==> config.mk <==
export PLATFORM = sky130hd
export DESIGN_NAME = ram_loader_flat
export DESIGN_NICKNAME = d
export VERILOG_FILES = /design/src/rtl/ram_loader_pkg.sv /design/src/rtl/ram_loader_if.sv /design/src/rtl/ram_loader_asm.sv /design/src/rtl/ram_loader.sv /design/src/flat_wrapper.sv
export SDC_FILE = /design/constraint.sdc
export NUM_CORES = 1
export LEC_CHECK = 0
export BUFFER_PORTS_ARGS = -buffer_cell sky130_fd_sc_hd__buf_4
export CAP_MARGIN = 20
export CORE_ASPECT_RATIO = 2
export CORE_MARGIN = 5
export CORE_UTILIZATION = 37
export CTS_CLUSTER_DIAMETER = 50
export DETAILED_ROUTE_END_ITERATION = 10
export SLEW_MARGIN = 20
export SYNTH_ARGS = -nofsm -noshare
export SYNTH_HDL_FRONTEND = slang
export SYNTH_SLANG_ARGS = --single-unit
==> constraint.sdc <==
create_clock -name clk -period 2.8 [get_ports clk]
set_input_delay 0.28 -clock clk [delete_from_list [all_inputs] [get_ports clk]]
set_output_delay 0.28 -clock clk [all_outputs]
set_load 0.02 [all_outputs]
==> src/rtl/ram_loader_pkg.sv <==
// ram_loader shared types: FSM state encoding, sync byte default,
// length field width.
package ram_loader_pkg;

  typedef enum logic [3:0] {
    S_IDLE,
    S_LEN_H,
    S_LEN_L,
    S_LEN_CK,
    S_DAT_H,
    S_DAT_L,
    S_WRITE,
    S_CHK,
    S_DONE,
    S_ERR
  } state_t;

  localparam logic [7:0] SYNC_DEF = 8'hA5;
  localparam int         LEN_W    = 16;

endpackage

==> src/rtl/ram_loader_if.sv <==
// ram_loader bus: byte stream in (valid/ready) plus RAM write port.
// master = loader side, slave = byte source / RAM side.
interface ram_loader_if #(
  parameter int ADR_WIDTH = 11
);

  logic [7:0]           in_data;
  logic                 in_valid;
  logic                 in_ready;
  logic                 mem_en;
  logic                 mem_we;
  logic [ADR_WIDTH-1:0] mem_adr;
  logic [15:0]          mem_dat;

  modport master (
    input  in_data,
    input  in_valid,
    output in_ready,
    output mem_en,
    output mem_we,
    output mem_adr,
    output mem_dat
  );

  modport slave (
    output in_data,
    output in_valid,
    input  in_ready,
    input  mem_en,
    input  mem_we,
    input  mem_adr,
    input  mem_dat
  );

endinterface

==> src/rtl/ram_loader_asm.sv <==
// ram_loader_asm: hi/lo byte assembler and XOR checksum accumulator.
// Accumulator exists only with RAM_LOADER_CHKSUM_EN.
module ram_loader_asm (
  input  logic        clk,
  input  logic        rst_n,
`ifdef RAM_LOADER_CHKSUM_EN
  input  logic        clr,
  output logic [7:0]  sum,
`endif
  input  logic        lat_hi,
  input  logic        lat_lo,
  input  logic [7:0]  data,
  output logic [15:0] word
);

  // capture big-endian word halves
  always_ff @(posedge clk or negedge rst_n) begin
    if (!rst_n) begin
      word <= '0;
    end else begin
      if (lat_hi) word[15:8] <= data;
      if (lat_lo) word[7:0]  <= data;
    end
  end

`ifdef RAM_LOADER_CHKSUM_EN
  // running XOR of every data byte in the frame
  always_ff @(posedge clk or negedge rst_n) begin
    if (!rst_n) begin
      sum <= '0;
    end else if (clr) begin
      sum <= '0;
    end else if (lat_hi || lat_lo) begin
      sum <= sum ^ data;
    end
  end
`endif

endmodule

==> src/rtl/ram_loader.sv <==
// ram_loader: framed byte stream to RAM word writer, holds core in reset.
// Optional CHK byte checking enabled by RAM_LOADER_CHKSUM_EN.
import ram_loader_pkg::*;

module ram_loader #(
  parameter int         ADR_WIDTH = 11,
  parameter int         BASE_ADR  = 0,
  parameter logic [7:0] SYNC_BYTE = SYNC_DEF
) (
  input  logic         clk,
  input  logic         rst_n,
  ram_loader_if.master bus,
  output logic         cpu_hold,
  output logic         done,
  output logic         err
);

  localparam int unsigned DEPTH = 1 << ADR_WIDTH;
  localparam logic [LEN_W:0] CAP =
    (LEN_W+1)'(DEPTH - BASE_ADR);
  localparam logic [ADR_WIDTH-1:0] BASE =
    ADR_WIDTH'(BASE_ADR);

`ifdef RAM_LOADER_CHKSUM_EN
  localparam state_t S_TAIL = S_CHK;
`else
  localparam state_t S_TAIL = S_DONE;
`endif

  state_t               state, state_n;
  logic [LEN_W-1:0]     rem;
  logic [ADR_WIDTH-1:0] addr;
  logic                 rdy_q, wen_q;
  logic                 take, is_sync;
  logic                 start, ld_lh, ld_ll;
  logic                 lat_hi, lat_lo, step;
  logic                 fin_ok, fin_err;
  logic [15:0]          word;
`ifdef RAM_LOADER_CHKSUM_EN
  logic [7:0]           sum;
`endif

  assign take    = bus.in_valid & rdy_q;
  assign is_sync = bus.in_data == SYNC_BYTE;

  assign bus.in_ready = rdy_q;
  assign bus.mem_en   = wen_q;
  assign bus.mem_we   = wen_q;
  assign bus.mem_adr  = addr;
  assign bus.mem_dat  = word;

  ram_loader_asm u_asm (
    .clk    (clk),
    .rst_n  (rst_n),
`ifdef RAM_LOADER_CHKSUM_EN
    .clr    (start),
    .sum    (sum),
`endif
    .lat_hi (lat_hi),
    .lat_lo (lat_lo),
    .data   (bus.in_data),
    .word   (word)
  );

  // state register
  always_ff @(posedge clk or negedge rst_n) begin
    if (!rst_n) state <= S_IDLE;
    else        state <= state_n;
  end

  // next state and one-cycle control strobes
  always_comb begin
    state_n = state;
    start   = 1'b0;
    ld_lh   = 1'b0;
    ld_ll   = 1'b0;
    lat_hi  = 1'b0;
    lat_lo  = 1'b0;
    step    = 1'b0;
    unique case (state)
      S_IDLE, S_DONE, S_ERR: begin
        if (take && is_sync) begin
          state_n = S_LEN_H;
          start   = 1'b1;
        end
      end
      S_LEN_H: begin
        if (take) begin
          state_n = S_LEN_L;
          ld_lh   = 1'b1;
        end
      end
      S_LEN_L: begin
        if (take) begin
          state_n = S_LEN_CK;
          ld_ll   = 1'b1;
        end
      end
      S_LEN_CK: begin
        if (rem == '0)
          state_n = S_TAIL;
        else if ({1'b0, rem} > CAP)
          state_n = S_ERR;
        else
          state_n = S_DAT_H;
      end
      S_DAT_H: begin
        if (take) begin
          state_n = S_DAT_L;
          lat_hi  = 1'b1;
        end
      end
      S_DAT_L: begin
        if (take) begin
          state_n = S_WRITE;
          lat_lo  = 1'b1;
        end
      end
      S_WRITE: begin
        step = 1'b1;
        if (rem == LEN_W'(1)) state_n = S_TAIL;
        else                  state_n = S_DAT_H;
      end
      S_CHK: begin
`ifdef RAM_LOADER_CHKSUM_EN
        if (take) begin
          if (bus.in_data == sum) state_n = S_DONE;
          else                    state_n = S_ERR;
        end
`else
        state_n = S_IDLE;
`endif
      end
      default: state_n = S_IDLE;
    endcase
    fin_ok  = (state_n == S_DONE) && (state != S_DONE);
    fin_err = (state_n == S_ERR) && (state != S_ERR);
  end

  // counters, registered handshake and status flags
  always_ff @(posedge clk or negedge rst_n) begin
    if (!rst_n) begin
      rem      <= '0;
      addr     <= BASE;
      rdy_q    <= 1'b1;
      wen_q    <= 1'b0;
      cpu_hold <= 1'b1;
      done     <= 1'b0;
      err      <= 1'b0;
    end else begin
      rdy_q <= !(state_n inside {S_WRITE, S_LEN_CK});
      wen_q <= state_n == S_WRITE;
      if (start) begin
        addr     <= BASE;
        cpu_hold <= 1'b1;
        done     <= 1'b0;
        err      <= 1'b0;
      end
      if (ld_lh) rem[15:8] <= bus.in_data;
      if (ld_ll) rem[7:0]  <= bus.in_data;
      // last word keeps addr on itself so it never wraps
      if (step) begin
        rem <= rem - LEN_W'(1);
        if (rem != LEN_W'(1)) addr <= addr + ADR_WIDTH'(1);
      end
      if (fin_ok) begin
        done     <= 1'b1;
        cpu_hold <= 1'b0;
      end
      if (fin_err) err <= 1'b1;
    end
  end

endmodule

==> src/flat_wrapper.sv <==
// flat-port wrapper written by rule: the top's interface ports become plain ports
module ram_loader_flat 
#(
  parameter int         ADR_WIDTH = 11,
  parameter int         BASE_ADR  = 0,
  parameter logic [7:0] SYNC_BYTE = SYNC_DEF
)
  (clk, rst_n, cpu_hold, done, err, bus_in_data, bus_in_valid, bus_in_ready, bus_mem_en, bus_mem_we, bus_mem_adr, bus_mem_dat);
  ram_loader_if #(.ADR_WIDTH(ADR_WIDTH)) bus_i ();
  input  logic clk;
  input  logic rst_n;
  output logic cpu_hold;
  output logic done;
  output logic err;
  input wire logic [$bits(bus_i.in_data)-1:0] bus_in_data;
  input wire logic [$bits(bus_i.in_valid)-1:0] bus_in_valid;
  output wire logic [$bits(bus_i.in_ready)-1:0] bus_in_ready;
  output wire logic [$bits(bus_i.mem_en)-1:0] bus_mem_en;
  output wire logic [$bits(bus_i.mem_we)-1:0] bus_mem_we;
  output wire logic [$bits(bus_i.mem_adr)-1:0] bus_mem_adr;
  output wire logic [$bits(bus_i.mem_dat)-1:0] bus_mem_dat;
  assign bus_i.in_data = bus_in_data;
  assign bus_i.in_valid = bus_in_valid;
  assign bus_in_ready = bus_i.in_ready;
  assign bus_mem_en = bus_i.mem_en;
  assign bus_mem_we = bus_i.mem_we;
  assign bus_mem_adr = bus_i.mem_adr;
  assign bus_mem_dat = bus_i.mem_dat;
  ram_loader #(.ADR_WIDTH(ADR_WIDTH), .BASE_ADR(BASE_ADR), .SYNC_BYTE(SYNC_BYTE)) u_core (.clk(clk), .rst_n(rst_n), .bus(bus_i), .cpu_hold(cpu_hold), .done(done), .err(err));
endmodule
* Word-level counts from Yosys, hierarchy flattened
Index checks and enable logic that the tools add are counted.
** Word-level totals
- Output and inout bits :: 33
- Flip-flop bits (word level) :: 52
** Operators by class
- Equality and inequality tests :: 17
- Reduce and logical (&&, ||, !) cells :: 12
- Add/subtract/negate cells :: 2
- Bitwise operators :: 1
- Mux-type cells :: 28
- Order comparisons :: 1
** Operators with widths (count)
- 2-to-1 mux 11 bit :: 3
- 2-to-1 mux 4 bit :: 8
- one-hot mux 4 bit (7 select lines) :: 1
- equality test 16 x 1 -> 1 bit, second input constant :: 1
- equality test 4 x 3 -> 1 bit, second input constant :: 4
- equality test 4 bit, second input constant :: 4
- > comparator 16 x 12 -> 1 bit, second input constant :: 1
- logical NOT 16 bit :: 1
- 2-to-1 mux 16 bit :: 1
- 2-to-1 mux 8 bit :: 2
- inequality test 16 x 1 -> 1 bit, second input constant :: 1
- subtractor 16 x 1 -> 16 bit, second input constant :: 1
- 2-to-1 mux 1 bit :: 13
- equality test 4 x 2 -> 1 bit, second input constant :: 3
- adder 11 x 1 -> 11 bit, second input constant :: 1
- nonzero test 2 bit :: 5
- equality test 8 bit, second input constant :: 1
- inequality test 4 bit, second input constant :: 2
- equality test 4 x 1 -> 1 bit, second input constant :: 1
- logical NOT 4 bit :: 1
- logical AND 1 bit :: 3
- OR reduction 3 bit :: 1
- bitwise AND 1 bit :: 1
- logical NOT 1 bit :: 1

* Logic depth before layout (Yosys ltp)
- Depth after elaboration :: 7
- Mapped depth :: 8
- Depth with buffers taken out :: 7

* By module
A second synthesis with hierarchy kept.
** Unflattened totals
- Cells, all modules :: 277
- Area total of the unflattened synthesis :: 2822.7 um^2
** By module, submodules not included
- ram_loader :: area each 2159.6 um^2, cells an instance 243, times used 1, seq. area each 903.4 um^2
- ram_loader_asm :: area each 663.1 um^2, cells an instance 34, times used 1, seq. area each 400.4 um^2

* Least setup slack after synthesis
No wires, ideal clock.
- Kind :: register -> register
- Start point :: register u_core.rem[0]
- End point :: register u_core.rem[10]
- Stages on the path, launching flop included :: 8
- Data arrival time :: 1.979 ns
- Library setup time :: 0.104 ns
- Period minus slack after synthesis :: 2.083 ns
- Required time :: 2.696 ns
- Buffers on the path :: 0
- Setup slack :: 0.717 ns
- Cells stage by stage :: dfrtp_1 inv_1 ha_1 or3b_1 nor4b_1 nand2_1 xor2_1 a221oi_1
** On the way
- Longest elaborated chain between the ends :: 2
** RTL lines
- start, declared :: line ram_loader.sv:31 : logic [LEN_W-1:0] rem;
- start signal, assigned :: line ram_loader.sv:160 : if (ld_ll) rem[7:0] <= bus.in_data;
- start signal, assigned :: line ram_loader.sv:163 : rem <= rem - LEN_W'(1);
- subtractor 16 x 1 -> 16 bit :: line ram_loader.sv:163
- 2-to-1 mux 16 bit :: line ram_loader.sv:162 : if (step) begin
Every way passes these cells.
A chain may end at the register's enable or synchronous reset.

* Final worst setup path
Same ends and word-level chain as after synthesis.

==> results.md <==
- Area leader, netlist: dfrtp_1
- # setup viols final: 0
- Relative slew slack: a little over half
- Fin. max-slew vios: 0
- Wire length per cell after detailed routing: between 15 and 20 um
- Tcrit/Tclk final: around four fifths
- Initial antenna violation count: 0
- Syn Inst Count: 261
- Peak supply drop: slightly above 400 uV
- Initial Util: 37.6%
- PostCTS Resize Cnt: 0
- Largest net degree at the start of global routing: between 50 and 60
- Startpoint types: flip-flop
- Synth Flop Type: dfrtp_1
- Max-Cap Viols: 0
- Total GRT Usage: about 16%
- Die area: roughly 0.009 mm2
- Core Region: between 0.007 and 0.008 mm2
- Number of diodes: 0
- Pwr Density: slightly below 900 mW/mm2
- Post-synthesis sequential area ratio: approximately half
- Grt total ovfl: 0
- Netlist cell types: 54
- Post-CTS Setup Inserts: 0
- Number of port buffers: 43
- CTS buffer count: 5
- Clock transition at path regs: 70 ps
- Crit Path Max Fanout: 6
- Tightest Pin Transition: ~690 ps
- Final setup TNS: 0 ps
- CP endpoint kind: flip-flop
- CP max stage cell: nor4b_1
- Leakage Power: ~1.4 nW
- Clk Latency, worst-skew pair: roughly 300 ps
- RSZ-0062 raised after global routing: false
- HP Class: in2async
- Clock root cell: clkbuf_16
- Placed insts: 390
- Gp weighted congestion: ~0.91
- Ratio of cells with drive above 1 in the final layout: 28.4%
- Commonest non-fill, non-tap cells in the layout: dfrtp_1 (50), buf_4 (49), nor2_1 (25), nand2_1 (25), mux2_2 (17)
- Critical-path cell list: inv_1, ha_1, or3b_1, nor4b_1, nand2_1, xor2_1, a221oi_1
- CTS Sinks: 52
- Post-route insts no fill: a little under 400
- Post-Syn Area: 0.00272 mm2
- Placement Rows: between 40 and 50
- R2R depth: 7
- Synth Net Count: around 280
- EDFF count, synth: 0
- Area Overhead vs Synth: 21.4%
- TritonCTS clock tree: yes
- Quantity of hold-fixing buffers added after cts: 0
- Vias per cell: between 5 and 6
- FFs w/ async S/R, synth: 100%
- Critical Path RT: approximately 3000 ps
- Nets: 320
- FMAX: roughly 440 MHz
- CP peak stage delay: around 500 ps
- DRC viols: 0
- Number of global-route vias before repair: between 2000 and 2500
- I/O pin count: 44
- DRT Pass-1 Iters: 5
- Seq cells post-synth: 52
- Worst setup path class: reg2reg
- Chip Width: 70.6 um
- Commonest non-fill, non-tap cell in the layout: dfrtp_1
- ANT nets after route: 0
- Min Tclk post-route: approximately 2300 ps
- Final hold violations: 0
- Dpl hpwl: 5120 um
- Global-route wire length before repair: about 11000 um
- Layout Skew: between 5 and 6 ps
- Buffer levels on the longest clock path: 2
- Outcome: complete, no violations
- Drt total wl: 6880 um
- Synth warnings: 0
- Area contributors post-synth: dfrtp_1 (46%), mux2_2 (7.1%), nand2_1 (3.5%)
- Routed vias: approximately 2300
- Initial DRC count: between 80 and 90
- H-tree levels: 2
- Crit path DAT: approximately 2500 ps
- Avg Inst Size Synth: between 10 and 15 um2
- Die height: roughly 130 um
- Top cell type's share of synthesized area: between 40% and 50%
critical path, delay by kind of cell, from the launching register on:
family,cells,cell delay [ps]
buf+inv,1,120
fa+ha+maj,1,180
compound gates,1,230
simple gates,3,1070
xor+xnor,1,160
flops,1,440
routing by layer:
metal / track usage (%) / share of wire [%]
met3: 2.29 / 3.6
met5: 0 / 0
met4: 8.68 / 3.7
met2: 28.8 / 57
met1: 16.2 / 36
cell families (layout without fill, tap and decap cells):
kind of cell / after synthesis / after routing / synth area share [%]
xor+xnor: 6 / 6 / 1.94
mux: 21 / 21 / 8.53
buf+inv: 15 / 60 / 2.40
flops: 52 / 52 / 48.0
simple gates: 116 / 116 / 24.2
fa+ha+maj: 4 / 4 / 1.84
compound gates: 47 / 47 / 13.0
synthesized netlist by cell type (all sizes together) (5+ instances only):
cell	count
mux2	17
nand4	5
a21oi	11
or3	9
nand3	13
nor2	25
nand2	25
clkbuf	5
buf	7
nor4	5
dfrtp	50
nand2b	5
nor3	8
sequential cells by signal (all words and copies together) (netlist names):
register / flops
u_core.bus.mem_adr: 11
u_core.done: 1
u_core.rem: 16
u_core.bus.mem_en: 1
u_core.err: 1
u_core.u_asm.word: 16
u_core.cpu_hold: 1
u_core.state: 4
u_core.bus.in_ready: 1
power breakdown:
group | switching (mW) | internal (mW) | leakage (nW)
logic | 0.552 | 0.482 | 0.739
registers | 0.299 | 0.981 | 0.624
clock network | 0.266 | 0.357 | 0.0712
total | 1.12 | 1.82 | 1.43
metrics by stage:
step           instance area [um2]  power, mW  hold WS, ps  setup WS, ps  util [%]
3_5_place_dp                  3150       2.33          366           522      43.7
3_3_place_gp                  3150       2.31          370           590      43.7
2_1_floorplan                 2720       1.94        -15.6           717         -
4_1_cts                       3300       2.97         48.2           508      45.7
5_1_grt                       3300       3.14         86.0           361      45.7
6_report                      3300       2.94         20.1           519      45.7
area by class of cell:
cell class                      instances  area (um2)
Fill cell                             736        3920
Multi-Input combinational cell        194        1350
Sequential cell                        52        1300
Timing Repair Buffer                   49         368
Clock buffer                            8         146
Tap cell                               92         115
Inverter                                3        11.3
worst paths after layout:
kind                                           to  slack (ps)                    from
min in group clk                   u_core.rem[14]         230          bus_in_data[6]
min                         u_core.bus.mem_adr[4]          20                   rst_n
max                                u_core.rem[10]         520           u_core.rem[0]
min reg2reg                u_core.bus.mem_adr[10]         480  u_core.bus.mem_adr[10]
max reg2reg                        u_core.rem[10]         520           u_core.rem[0]
max in group asynchronous   u_core.u_asm.word[12]        2340                   rst_n
(Power assumes the default switching activity.)
